==> src/rtl/ahb3lite_pkg.sv <==
// Shared AHB-Lite types and constants for the memory slave and its helpers.
package ahb3lite_pkg;

    typedef enum logic [1:0] {
        HTRANS_IDLE   = 2'b00,
        HTRANS_BUSY   = 2'b01,
        HTRANS_NONSEQ = 2'b10,
        HTRANS_SEQ    = 2'b11
    } HTRANS_state;

    typedef enum logic [1:0] {
        ST_IDLE,
        ST_DATA,
        ST_ERR1,
        ST_ERR2
    } Mem_Slave_state;

    localparam logic [2:0] HSIZE_WORD  = 3'b010;
    localparam logic       HRESP_OKAY  = 1'b0;
    localparam logic       HRESP_ERROR = 1'b1;

    // Holds WAIT_CYCLES (<=15) plus up to 3 random extra wait states.
    localparam int unsigned WAIT_CNT_W = 5;

endpackage

==> src/rtl/ahb_wait_lfsr.sv <==
// 8-bit Fibonacci LFSR (taps 8,6,5,4) feeding pseudo-random wait states.
module ahb_wait_lfsr
    import ahb3lite_pkg::*;
#(
    parameter logic [7:0] SEED = 8'hA5
) (
    input  logic       HCLK,
    input  logic       HRESET,
    input  logic       en,
    output logic [7:0] lfsr
);

    always_ff @(posedge HCLK) begin
        if (HRESET) begin
            lfsr <= SEED;
        end else if (en) begin
            lfsr <= {lfsr[6:0], lfsr[7] ^ lfsr[5] ^ lfsr[4] ^ lfsr[3]};
        end
    end

endmodule

==> src/rtl/ahb_mem_slave.sv <==
// AHB-Lite word-addressed memory slave with fixed wait states and ERROR responses.
// Define AHB_MEM_RAND_WAIT_EN to add 0..3 LFSR-driven extra wait states per transfer.
module ahb_mem_slave
    import ahb3lite_pkg::*;
#(
    parameter logic [31:0] BASE_ADDR   = 32'h0000_0000,
    parameter int unsigned DEPTH       = 64,
    parameter int unsigned WAIT_CYCLES = 0,
    parameter logic [7:0]  LFSR_SEED   = 8'hA5
) (
    input  logic        HCLK,
    input  logic        HRESET,
    input  logic        HSEL,
    input  HTRANS_state HTRANS,
    input  logic [31:0] HADDR,
    input  logic        HWRITE,
    input  logic [2:0]  HSIZE,
    input  logic [31:0] HWDATA,
    output logic [31:0] HRDATA,
    output logic        HREADYOUT,
    output logic        HRESP,
    input  logic        HREADY,
    output logic [31:0] mem_WR_addr,
    output logic        mem_write_flag,
    output logic [31:0] HWDATA_toMem
);

    localparam int unsigned AW = $clog2(DEPTH);

    // Parameter legality, caught at elaboration.
    if (DEPTH < 2 || (DEPTH & (DEPTH - 1)) != 0) begin : g_bad_depth
        $error("ahb_mem_slave: DEPTH must be a power of 2 and >= 2");
    end
    if (({1'b0, BASE_ADDR} + 33'(DEPTH)) > 33'h1_0000_0000) begin : g_bad_range
        $error("ahb_mem_slave: BASE_ADDR+DEPTH overflows the 32-bit address space");
    end
    if (WAIT_CYCLES > 15) begin : g_bad_wait
        $error("ahb_mem_slave: WAIT_CYCLES must be 0..15");
    end
    if (LFSR_SEED == 8'h00) begin : g_bad_seed
        $error("ahb_mem_slave: LFSR_SEED must be non-zero");
    end

    logic [31:0]           mem [DEPTH];
    Mem_Slave_state        state;
    logic [WAIT_CNT_W-1:0] wait_cnt;
    logic [WAIT_CNT_W-1:0] wait_load;
    logic [31:0]           addr_q;
    logic                  write_q;
    logic [31:0]           offset;
    logic [AW-1:0]         mem_idx;
    logic                  accept;
    logic                  legal;

    // Out-of-window addresses wrap to offsets >= DEPTH, so one compare covers both bounds.
    assign offset  = HADDR - BASE_ADDR;
    assign accept  = HSEL && HREADY && (HTRANS == HTRANS_NONSEQ || HTRANS == HTRANS_SEQ);
    assign legal   = (offset < 32'(DEPTH)) && (HSIZE == HSIZE_WORD);
    assign mem_idx = AW'(addr_q - BASE_ADDR);

`ifdef AHB_MEM_RAND_WAIT_EN
    logic [7:0] lfsr;

    ahb_wait_lfsr #(
        .SEED(LFSR_SEED)
    ) u_lfsr (
        .HCLK  (HCLK),
        .HRESET(HRESET),
        .en    (1'b1),
        .lfsr  (lfsr)
    );

    assign wait_load = WAIT_CNT_W'(WAIT_CYCLES) + WAIT_CNT_W'(lfsr[1:0]);
`else
    assign wait_load = WAIT_CNT_W'(WAIT_CYCLES);
`endif

    // Transfer FSM: address capture, wait countdown and two-cycle error response.
    always_ff @(posedge HCLK) begin
        if (HRESET) begin
            state    <= ST_IDLE;
            wait_cnt <= '0;
            addr_q   <= '0;
            write_q  <= 1'b0;
        end else if (state == ST_ERR1) begin
            state <= ST_ERR2;
        end else if (state == ST_DATA && wait_cnt != '0) begin
            wait_cnt <= wait_cnt - WAIT_CNT_W'(1);
        end else if (accept) begin
            addr_q  <= HADDR;
            write_q <= HWRITE;
            if (legal) begin
                state    <= ST_DATA;
                wait_cnt <= wait_load;
            end else begin
                state <= ST_ERR1;
            end
        end else begin
            state <= ST_IDLE;
        end
    end

    // Reset wins over a write completing in the same cycle.
    always_ff @(posedge HCLK) begin
        if (mem_write_flag && !HRESET) begin
            mem[mem_idx] <= HWDATA;
        end
    end

    assign HREADYOUT      = (state == ST_ERR1) ? 1'b0 :
                            (state == ST_DATA) ? (wait_cnt == '0) : 1'b1;
    assign HRESP          = (state == ST_ERR1 || state == ST_ERR2) ? HRESP_ERROR : HRESP_OKAY;
    assign mem_write_flag = (state == ST_DATA) && write_q && (wait_cnt == '0);
    assign mem_WR_addr    = addr_q;
    assign HWDATA_toMem   = HWDATA;
    assign HRDATA         = (state == ST_DATA && !write_q) ? mem[mem_idx] : '0;

endmodule

==> config.mk <==
export PLATFORM = sky130hd
export DESIGN_NAME = ahb_mem_slave
export DESIGN_NICKNAME = d
export VERILOG_FILES = /design/src/rtl/ahb3lite_pkg.sv /design/src/rtl/ahb_wait_lfsr.sv /design/src/rtl/ahb_mem_slave.sv
export SDC_FILE = /design/constraint.sdc
export NUM_CORES = 2
export LEC_CHECK = 0
export ABC_AREA = 0
export CAP_MARGIN = 20
export CELL_PAD_IN_SITES_DETAIL_PLACEMENT = 0
export CELL_PAD_IN_SITES_GLOBAL_PLACEMENT = 2
export CORE_MARGIN = 4
export CORE_UTILIZATION = 54
export DETAILED_ROUTE_END_ITERATION = 10
export PLACE_DENSITY = 0.95
export SYNTH_ARGS = -nofsm -noshare
export SYNTH_HDL_FRONTEND = slang
export SYNTH_HIERARCHICAL = 1
export SYNTH_SLANG_ARGS = --single-unit
==> constraint.sdc <==
create_clock -name HCLK -period 5.65 [get_ports HCLK]
set_clock_uncertainty 0.05 [all_clocks]
set_input_delay 1.13 -clock HCLK [delete_from_list [all_inputs] [get_ports HCLK]]
set_output_delay 1.13 -clock HCLK [all_outputs]
set_load 0.05 [all_outputs]
==> out/metrics.cfg <==
[die]
die_h_um = 393.6
core-area_mm2 = 0.1477
num_io_pins = 173
die_area_mm2 = 0.1549
initial_core_util_pct = 54.38
die_w_um = 393.6
fp-row-count = 141

[cells_and_area]
synthToLayoutAreaGrowth_pct = 13.96
layout.nets = 3931
drive_above_1_share_pct = 29.26
instances_no_fill = 5941
fillCellCount = 9306
multi_input_area_mm2 = 0.01710
register_area_mm2 = 0.06244

[yosys]
syn_area_per_cell_um2 = 22.98
synth_top_area_share_pct = 76.59
synth_area_mm2 = 0.08029
yosysUniqueCellTypes = 48
synth_nets = 3569
yosysTopAreaCell = edfxtp_1
synth_seq_cells = 2094
yosysWarnings = 6
synthCells = 3494
synthFlopType = edfxtp_1
synth_area_leaders = edfxtp_1, mux4_2, mux2i_1, dfxtp_1, buf_4
async_reset_ff_share_pct = 0
ys_seq_area_share_pct = 77.74
synth_edf_count = 2048

[timing]
setup_viol = 0
tns_ns = 0
slew_headroom_pct = 21.56
slew_violations = 0
setup_ws_ns = 0.04787
finalCriticalPeriod_ns = 5.602
tightest_slew_ns = 1.174
final_hold_viol_count = 0
rsz0062_at_grt = false
post-route-period-util_pct = 99.15
fmax_mhz = 178.5
whs_ns = 0.4073

[power_and_ir_drop]
leakagePower_nw = 27.43
powerDensity_mw_per_mm2 = 335.0
ir_worst_vdd_mv = 0.3145

[global_routing]
grt_pass1_wl_um = 315900
antenna_found_initial = 11
track_usage_pct = 28.92
grt_max_degree = 120
grt_pass1_vias = 41889
overflow = 0

[worst_hold_path]
min_to = mem_WR_addr[20]
holdCritPathClass = reg -> reg
holdPathStages = 2
hold_start = mem_WR_addr[20]

[worst_setup_path]
critPathLaunchType = flop
worst-setup-path-type = reg -> out
reg2reg_depth = 8
critical_path_buf_inv_count = 2
crit_slowest_cell = dfxtp_4
critical_path.top_delay_family = buffers and inverters
worstPathArrival_ns = 4.42
crit_fanout = 44
r2r-start = wait_cnt[0]
rrSetupSlack_ns = 1.24
crit_chain = buf_12 > mux4_2 > mux4_2 > o22ai_1 > a21oi_1 > clkdlybuf4s50_1
cp-end-kind = output pin
crit_top_cell = mux4_2
critPathMaxStageDelay_ns = 0.86
r2r_end = mem[19][1]
worstPathRequired_ns = 4.47

[outcome]
status = finished, final reports clean

[drt]
firstDrtPassIters = 6
vias_per_cell = 6.857
ant_nets = 0
wl_per_cell_um = 37.39
routed_wl_um = 222100
first_iter_violations = 7098
drt_drc_violations_left = 0
vias = 40738

[placed_design]
port_buffers = 171
post-place-cells = 5588
place_congestion = 0.7878
dp_hpwl_um = 116900
pre_cts_ws_ns = 0.9780

[clock_network]
cts_made_buffers = 196
clkSinkCount = 2094
cts_max_level = 4
clock_latency_ns = 0.79
post-cts-setup-buffer-count = 0
cts-root-buf = clkbuf_16
clkSlewWorstSetupHoldPaths_ns = 0.06
ctsLongestPathBuffers = 3
cts_tree = yes

[job]
cap_violations = 0

## metal layers
| layer | track usage, % | up-vias | wire length [µm] |
|---|---|---|---|
| met5 | 0 | - | 41 |
| met4 | 12.94 | 6 | 11470 |
| met3 | 9.374 | 686 | 32390 |
| met2 | 44.27 | 3551 | 104300 |
| met1 | 38.52 | 21001 | 73900 |
| li1 | - | 15494 | - |
## layout make-up
| cell class | instances | area share, % |
|---|---|---|
| sequential | 2094 | 68.24 |
| multi-input combinational | 1175 | 18.68 |
| inverter | 8 | 0.03282 |
| timing repair buffer | 381 | 3.894 |
| tap | 1930 | 2.639 |
| clock inverter | 92 | 0.8232 |
| antenna | 6 | 0.01641 |
| clock buffer | 255 | 5.672 |
## Yosys cell counts, types with 8 or more instances
cell type	number
a22oi_1	48
nand2b_1	12
o22ai_1	15
mux2_2	16
clkbuf_1	59
dfxtp_1	46
mux4_2	573
mux2i_1	101
buf_1	24
o211ai_1	9
nor2_1	90
nand3_1	18
buf_4	81
nand2_1	109
nor2b_1	13
o21ai_0	15
edfxtp_1	2048
buf_2	46
a211oi_1	8
nor3_1	18
a21oi_1	81
## cell families after synthesis
kind of cell / count (synthesis) / synth area share, %
compound gates: 193 / 1.488
fa+ha+maj: 1 / 0.01558
buf+inv: 225 / 1.568
flops: 2094 / 77.74
mux: 690 / 17.56
simple gates: 291 / 1.633
## power breakdown
group          total, W  leakage, nW  internal, W  switching, W
Sequential       0.0171         18.8       0.0170     0.0000321
Clock            0.0125         2.89      0.00683       0.00564
Combinational   0.00111         5.77     0.000413      0.000697
## sequential cells by signal, indices dropped and copies added, names as in the netlist, named ones only
name	count
mem_WR_addr	32
wait_cnt	5
state	2
mem	2048
write_q	1
## layout by cell type (no fill, tap or decap), drive strengths merged, types with 16 or more instances in the layout
master / instances
mux2: 16
o21ai: 16
nor2: 90
dfxtp: 46
clkinv: 75
clkdlybuf4s50: 117
nor3: 18
nand2: 109
clkbuf: 255
a21oi: 81
buf: 264
nand3: 18
mux4: 573
a22oi: 48
mux2i: 101
edfxtp: 2048
## through the flow
step / cell area (µm²) / total power [W] / util (%)
floorplan: 80290 / 0.01799 / -
global placement: 85500 / 0.01846 / 57.90
detailed placement: 85530 / 0.01849 / 57.92
CTS: 91480 / 0.03072 / 61.95
global route: 91480 / 0.03150 / 61.95
finish: 91500 / 0.03065 / 61.96
## worst register-to-register path: cells and delay by family, from the launching register on
family                   cells  cell delay, ns
flip-flops                   1            0.32
AND/OR/NAND/NOR              5            3.09
buffers and inverters        2            0.43
adder cells (fa/ha/maj)      1            0.22
## how the worst max path moves through the flow
stage | from | endpoint | slack [ns] | depth (start not counted)
6_report | flop | HRDATA[12] | 0.05 | 6
5_1_grt | flop | HRDATA[12] | 0.01 | 6
4_1_cts | flop | HRDATA[10] | 0.05 | 8
3_5_place_dp | flop | HRDATA[10] | 0.98 | 8
3_3_place_gp | flop | HRDATA[12] | 1.0 | 6
2_1_floorplan | flop | HRDATA[10] | 1.72 | 6
## repair_timing
item / in CTS / in global routing
gates resized for setup: 0 / 2
hold buffers: 0 / 0
setup endpoints to repair: 0 / 2
(Power assumes the default switching activity.)
